$ cat src/rtl/alu_pkg.sv
// Shared opcode, FSM-state and flag-position definitions for the sequential ALU.
package alu_pkg;

  localparam logic [3:0] ALU_AND   = 4'b0000;
  localparam logic [3:0] ALU_OR    = 4'b0001;
  localparam logic [3:0] ALU_ADD   = 4'b0010;
  localparam logic [3:0] ALU_LSL   = 4'b0011;
  localparam logic [3:0] ALU_LSR   = 4'b0100;
  localparam logic [3:0] ALU_SUB   = 4'b0110;
  localparam logic [3:0] ALU_PASSB = 4'b0111;
  localparam logic [3:0] ALU_SLT   = 4'b1000;
  localparam logic [3:0] ALU_MUL   = 4'b1001;

  typedef enum logic [1:0] {
    ST_IDLE = 2'd0,
    ST_MUL  = 2'd1,
    ST_DONE = 2'd2
  } state_t;

  // bit positions inside the registered flag vector
  localparam int FLG_Z = 0;
  localparam int FLG_N = 1;
  localparam int FLG_C = 2;
  localparam int FLG_V = 3;
  localparam int NFLG  = 4;

endpackage

$ cat src/rtl/alu_comb.sv
// Single-cycle evaluator for every opcode except MUL, which seq_alu iterates.
module alu_comb
  import alu_pkg::*;
#(
  parameter int WIDTH = 64
) (
  input  logic [3:0]       op,
  input  logic [WIDTH-1:0] a,
  input  logic [WIDTH-1:0] b,
  output logic [WIDTH-1:0] result,
  output logic             carry,
  output logic             overflow,
  output logic             illegal
);

  localparam int SHW = $clog2(WIDTH);

  logic [WIDTH:0] sum;
  logic [WIDTH:0] dif;

  assign sum = {1'b0, a} + {1'b0, b};
  // top bit of the extended difference is the borrow
  assign dif = {1'b0, a} - {1'b0, b};

  always_comb begin
    result   = '0;
    carry    = 1'b0;
    overflow = 1'b0;
    illegal  = 1'b0;
    case (op)
      ALU_AND:   result = a & b;
      ALU_OR:    result = a | b;
      ALU_ADD: begin
        result   = sum[WIDTH-1:0];
        carry    = sum[WIDTH];
        overflow = (a[WIDTH-1] == b[WIDTH-1]) && (sum[WIDTH-1] != a[WIDTH-1]);
      end
      ALU_LSL:   result = a << b[SHW-1:0];
      ALU_LSR:   result = a >> b[SHW-1:0];
      ALU_SUB: begin
        result   = dif[WIDTH-1:0];
        carry    = ~dif[WIDTH];
        overflow = (a[WIDTH-1] != b[WIDTH-1]) && (dif[WIDTH-1] != a[WIDTH-1]);
      end
      ALU_PASSB: result = b;
      ALU_SLT:   result = {{(WIDTH-1){1'b0}}, ($signed(a) < $signed(b))};
      ALU_MUL:   result = '0;
      default:   illegal = 1'b1;
    endcase
  end

endmodule

$ cat src/rtl/seq_alu.sv
// Handshaked ALU: single-cycle ops via alu_comb, MUL via a WIDTH-cycle shift-add loop.
// state | meaning: IDLE accept op | MUL shift-add iterating | DONE result held until taken
module seq_alu
  import alu_pkg::*;
#(
  parameter  int WIDTH = 64,
  localparam int SHW   = $clog2(WIDTH)
) (
  input  logic             CLK,
  input  logic             ResetL,
  input  logic             InValid,
  output logic             InReady,
  input  logic [3:0]       ALUCtrl,
  input  logic [WIDTH-1:0] BusA,
  input  logic [WIDTH-1:0] BusB,
  output logic             OutValid,
  input  logic             OutReady,
  output logic [WIDTH-1:0] BusW,
  output logic             Zero,
  output logic             Negative,
  output logic             Carry,
  output logic             Overflow,
  output logic             Illegal
);

  localparam logic [SHW-1:0] CNT_LAST = SHW'(WIDTH - 1);

  state_t           state_q, state_d;
  logic [WIDTH-1:0] acc_q, mcand_q, mplier_q, busw_q;
  logic [SHW-1:0]   cnt_q;
  logic [NFLG-1:0]  flags_q;
  logic             illegal_q;

  logic [WIDTH-1:0] c_res;
  logic             c_carry, c_ovf, c_ill;
  logic             accept, is_mul, last;
  logic [WIDTH-1:0] mul_sum, wr_res;
  logic [NFLG-1:0]  wr_flags;

  alu_comb #(.WIDTH(WIDTH)) u_comb (
    .op       (ALUCtrl),
    .a        (BusA),
    .b        (BusB),
    .result   (c_res),
    .carry    (c_carry),
    .overflow (c_ovf),
    .illegal  (c_ill)
  );

  assign InReady  = ResetL && (state_q == ST_IDLE);
  assign accept   = InValid && InReady;
  assign is_mul   = (ALUCtrl == ALU_MUL);
  assign last     = (cnt_q == CNT_LAST);
  assign mul_sum  = mplier_q[0] ? (acc_q + mcand_q) : acc_q;

  always_comb begin
    wr_res          = (state_q == ST_MUL) ? mul_sum : c_res;
    wr_flags        = '0;
    wr_flags[FLG_Z] = (wr_res == '0);
    wr_flags[FLG_N] = wr_res[WIDTH-1];
    if (state_q != ST_MUL) begin
      wr_flags[FLG_C] = c_carry;
      wr_flags[FLG_V] = c_ovf;
    end
  end

  always_comb begin
    state_d = state_q;
    case (state_q)
      ST_IDLE: if (accept) state_d = is_mul ? ST_MUL : ST_DONE;
      ST_MUL:  if (last) state_d = ST_DONE;
      ST_DONE: if (OutReady) state_d = ST_IDLE;
      default: state_d = ST_IDLE;
    endcase
  end

  always_ff @(posedge CLK) begin
    if (!ResetL) state_q <= ST_IDLE;
    else         state_q <= state_d;
  end

  always_ff @(posedge CLK) begin
    if (!ResetL) begin
      acc_q     <= '0;
      mcand_q   <= '0;
      mplier_q  <= '0;
      cnt_q     <= '0;
      busw_q    <= '0;
      flags_q   <= '0;
      illegal_q <= 1'b0;
    end else begin
      case (state_q)
        ST_IDLE: begin
          if (accept && is_mul) begin
            mcand_q  <= BusA;
            mplier_q <= BusB;
            acc_q    <= '0;
            cnt_q    <= '0;
          end else if (accept) begin
            busw_q    <= wr_res;
            flags_q   <= wr_flags;
            illegal_q <= c_ill;
          end
        end
        ST_MUL: begin
          acc_q    <= mul_sum;
          mcand_q  <= mcand_q << 1;
          mplier_q <= mplier_q >> 1;
          cnt_q    <= cnt_q + SHW'(1);
          if (last) begin
            busw_q    <= wr_res;
            flags_q   <= wr_flags;
            illegal_q <= 1'b0;
          end
        end
        default: ;
      endcase
    end
  end

  assign OutValid = (state_q == ST_DONE);
  assign BusW     = busw_q;
  assign Zero     = flags_q[FLG_Z];
  assign Negative = flags_q[FLG_N];
  assign Carry    = flags_q[FLG_C];
  assign Overflow = flags_q[FLG_V];
  assign Illegal  = illegal_q;

endmodule

$ cat config.mk
export PLATFORM = sky130hd
export DESIGN_NAME = seq_alu
export DESIGN_NICKNAME = d
export VERILOG_FILES = /design/src/rtl/alu_pkg.sv /design/src/rtl/alu_comb.sv /design/src/rtl/seq_alu.sv
export SDC_FILE = /design/constraint.sdc
export NUM_CORES = 2
export LEC_CHECK = 0
export BUFFER_PORTS_ARGS = -buffer_cell sky130_fd_sc_hd__buf_2
export CAP_MARGIN = 20
export CORE_MARGIN = 3
export CORE_UTILIZATION = 30
export CTS_CLUSTER_DIAMETER = 80
export DETAILED_ROUTE_END_ITERATION = 6
export GPL_TIMING_DRIVEN = 0
export SYNTH_ARGS = -nofsm -noshare
export SYNTH_HDL_FRONTEND = slang
export SYNTH_SLANG_ARGS = --single-unit
$ cat constraint.sdc
create_clock -name CLK -period 13.78 [get_ports CLK]
set_input_delay 1.378 -clock CLK [delete_from_list [all_inputs] [get_ports CLK]]
set_output_delay 1.378 -clock CLK [all_outputs]
set_load 0.1 [all_outputs]
==> run metrics <==
Lkg Pwr=16.2 nW; clock tree buffer depth=3; pwr dens=86.8 mW/mm²; top cell type's share of synthesized area=15.1%; Post-Syn Area=0.0355 mm²; Nets=about 5,600; Final Hold Fails=0; EDFF count, synth=0; worst hold margin=457 ps; number of cells on the critical path=23; dpl cell area=0.0397 mm²; WHS Path Cells=2; Std-Cell Core Area=0.117 mm²; # rows=approximately 130; VDD IR-drop max=between 0.09 and 0.1 mV; cell total after placement=approximately 6,700; fin area=0.0412 mm²; Worst-Margin Slew=1550 ps; via count of the first global-routing pass=42,703; Mean Syn Cell Area=7.26 µm²; critical path's most frequent cell=buf_2; DRC=12; status=finished, violations left; crit path launch type=input port; slowest CP cell=nor4_2; clk_lat worst skew=640 ps; Tot GR Track Use=~49%; RSZ-0062 raised after global routing=false; first-pass GRT wire length=408,000 µm; fin crit share=80.1%; syn nets=around 5,300; Setup Fix Bufs, Post-CTS=0; failing checks=design-rule violations, max-slew violations; FF+latch count, synth=268; grt ovf=0; synth top area cells=dfxtp_1 15%, ha_1 9.7%, nor2_1 8.3%; clk sinks=268; critical path endpoint category=flip-flop; initial core utilization=30.4%; first-pass detailed-route iteration total=7; relative slew slack=-3.24%; asr flop ratio synth=0%; flip-flop and latch area=0.00537 mm²; Placer Congestion=1.10; Clock Skew=51.1 ps; CP peak stage delay=1050 ps; routed wire length=314,000 µm; Reg2Reg Depth=16; Final Non-Filler Cells=about 7,000; Worst Hold Class=flip-flop to flip-flop; worst path bufs/invs=8; Synth-to-Final Area Change=16.2%; max-cap check violation count=0; Cells after Synth=4,884; cells along the critical path=buf_2 > clkinv_1 > clkbuf_1 > buf_2 > buf_2 > buf_2 > buf_2 > ha_1 > clkbuf_1 > a21oi_1 > a2111oi_0 > o21ai_0 > a31oi_1 > o221ai_1 > and2_1 > o21ai_0 > a31o_2 > nand4_1 > nor4_2 > nand4_1 > nor4_1 > and4_1 > a41o_1; synth cell count leaders=784 x nor2_1, 472 x a21oi_1, 409 x nand2_1; Fill cells=between 10,000 and 15,000; Die X=350 µm; CP Max Fanout=11; Setup-failing EPs final=0; post-DR vias/cell=between 7 and 8; die height=350 µm; Max Fclk=90.6 MHz; I/O pins=between 200 and 250; area of the multi-input gates=between 0.02 and 0.03 mm²; die area=about 0.12 mm²; initial antenna violation count=39; DR WL/cell=46.1 µm; Via Count=47,711; worst path required time=14,360 ps; Iteration-0 DRC Markers=7,712; Synth warnings=0; depth of the CTS H-tree=2; Critical Path AT=11,620 ps; largest net degree at the start of global routing=14; CTS tree=yes; Synth cell types=104; port buffer count=205; CP delay by family, top=buffers and inverters; layout cell share with drive strength beyond 1=13.3%; setup_tns=0 ps; Post-CTS Hold Buffers=0; Synth area leader=dfxtp_1; Crit Path Class=input port to flip-flop; clk slew on worst S/H paths=60 ps; clock buffer count from CTS=38; Top FF cell, synth=dfxtp_1; post-DP HPWL=approximately 250,000 µm; Slew Limit Fails=2; antenna-violating nets left=0; count leader, synth=nor2_1; CTS root buf=clkbuf_16; register area share after synthesis=15.1%; cts repair resizes=0; Tmin final=between 10,000 and 15,000 ps
==> power breakdown <==
part / switching, W / total [W] / internal (W)
clock network: 0.000464 / 0.00108 / 0.000613
registers: 0.0000163 / 0.000813 / 0.000797
logic: 0.00127 / 0.00169 / 0.000414
total: 0.00175 / 0.00358 / 0.00182
==> final timing paths <==
| kind | slack (ps) | endpoint | start |
|---|---|---|---|
| min | 460 | BusW[29]$_SDFFE_PN0P_ | BusW[29]$_SDFFE_PN0P_ |
| max reg2reg | 6850 | flags_q[0]$_SDFFE_PN0P_ | mcand_q[0]$_SDFFE_PN0P_ |
| min reg2reg | 460 | BusW[29]$_SDFFE_PN0P_ | BusW[29]$_SDFFE_PN0P_ |
| max | 2740 | flags_q[0]$_SDFFE_PN0P_ | BusB[3] |
==> routing by layer <==
| metal | GRT usage [%] | vias to the layer above | share of wire (%) |
|---|---|---|---|
| met1 | 62.8 | 23724 | 39 |
| met4 | 38.1 | 16 | 9.5 |
| li1 | - | 19032 | - |
| met2 | 67.2 | 3973 | 38 |
| met5 | 0.0392 | - | 0.033 |
| met3 | 17.8 | 966 | 13 |
==> through the flow <==
stage          total power [W]  setup slack (ps)  utilization, %
3_3_place_gp           0.00237               997            32.9
3_5_place_dp           0.00239              3060            34.0
5_1_grt                0.00360              3290            35.2
6_report               0.00358              2740            35.3
4_1_cts                0.00347              3790            35.1
2_1_floorplan          0.00162              7630               -
==> cell type report <==
cell class | instances | share of cell area, %
multi-input cells | 4018 | 67.2
flip-flops and latches | 268 | 13.0
repair buffers | 308 | 5.58
well taps | 1524 | 4.63
plain buffers | 377 | 4.16
clock buffers | 53 | 2.71
inverters | 221 | 2.01
clock inverters | 16 | 0.513
diodes | 30 | 0.182
==> state kept, by name, indices dropped and copies added (netlist names) <==
name / count
BusW: 63
Illegal: 1
acc_q: 64
cnt_q: 6
flags_q: 4
mcand_q: 64
mplier_q: 64
state_q: 2
==> worst min-delay path: stages (launching register included) <==
cell and delay [ps]:
dfxtp_1 310, nand2_1 50, a21oi_1 50
==> logic make-up after synthesis <==
group	count (synthesis)	share of synthesized area [%]
flops	268	15.1
xor+xnor	94	2.32
simple gates	1711	21.6
compound gates	1642	31.3
mux	292	12.6
buf+inv	598	7.13
fa+ha+maj	279	9.91
==> layout by cell type (no fill, tap or decap), drive strengths merged, types with 117 or more instances in the layout <==
master	n
nor2	784
a21oi	476
buf	421
nand2	409
clkbuf	316
ha	276
dfxtp	268
o21ai	264
inv	223
o221ai	137
mux2i	132
mux4	117
Power figures use the tool's default switching activity.
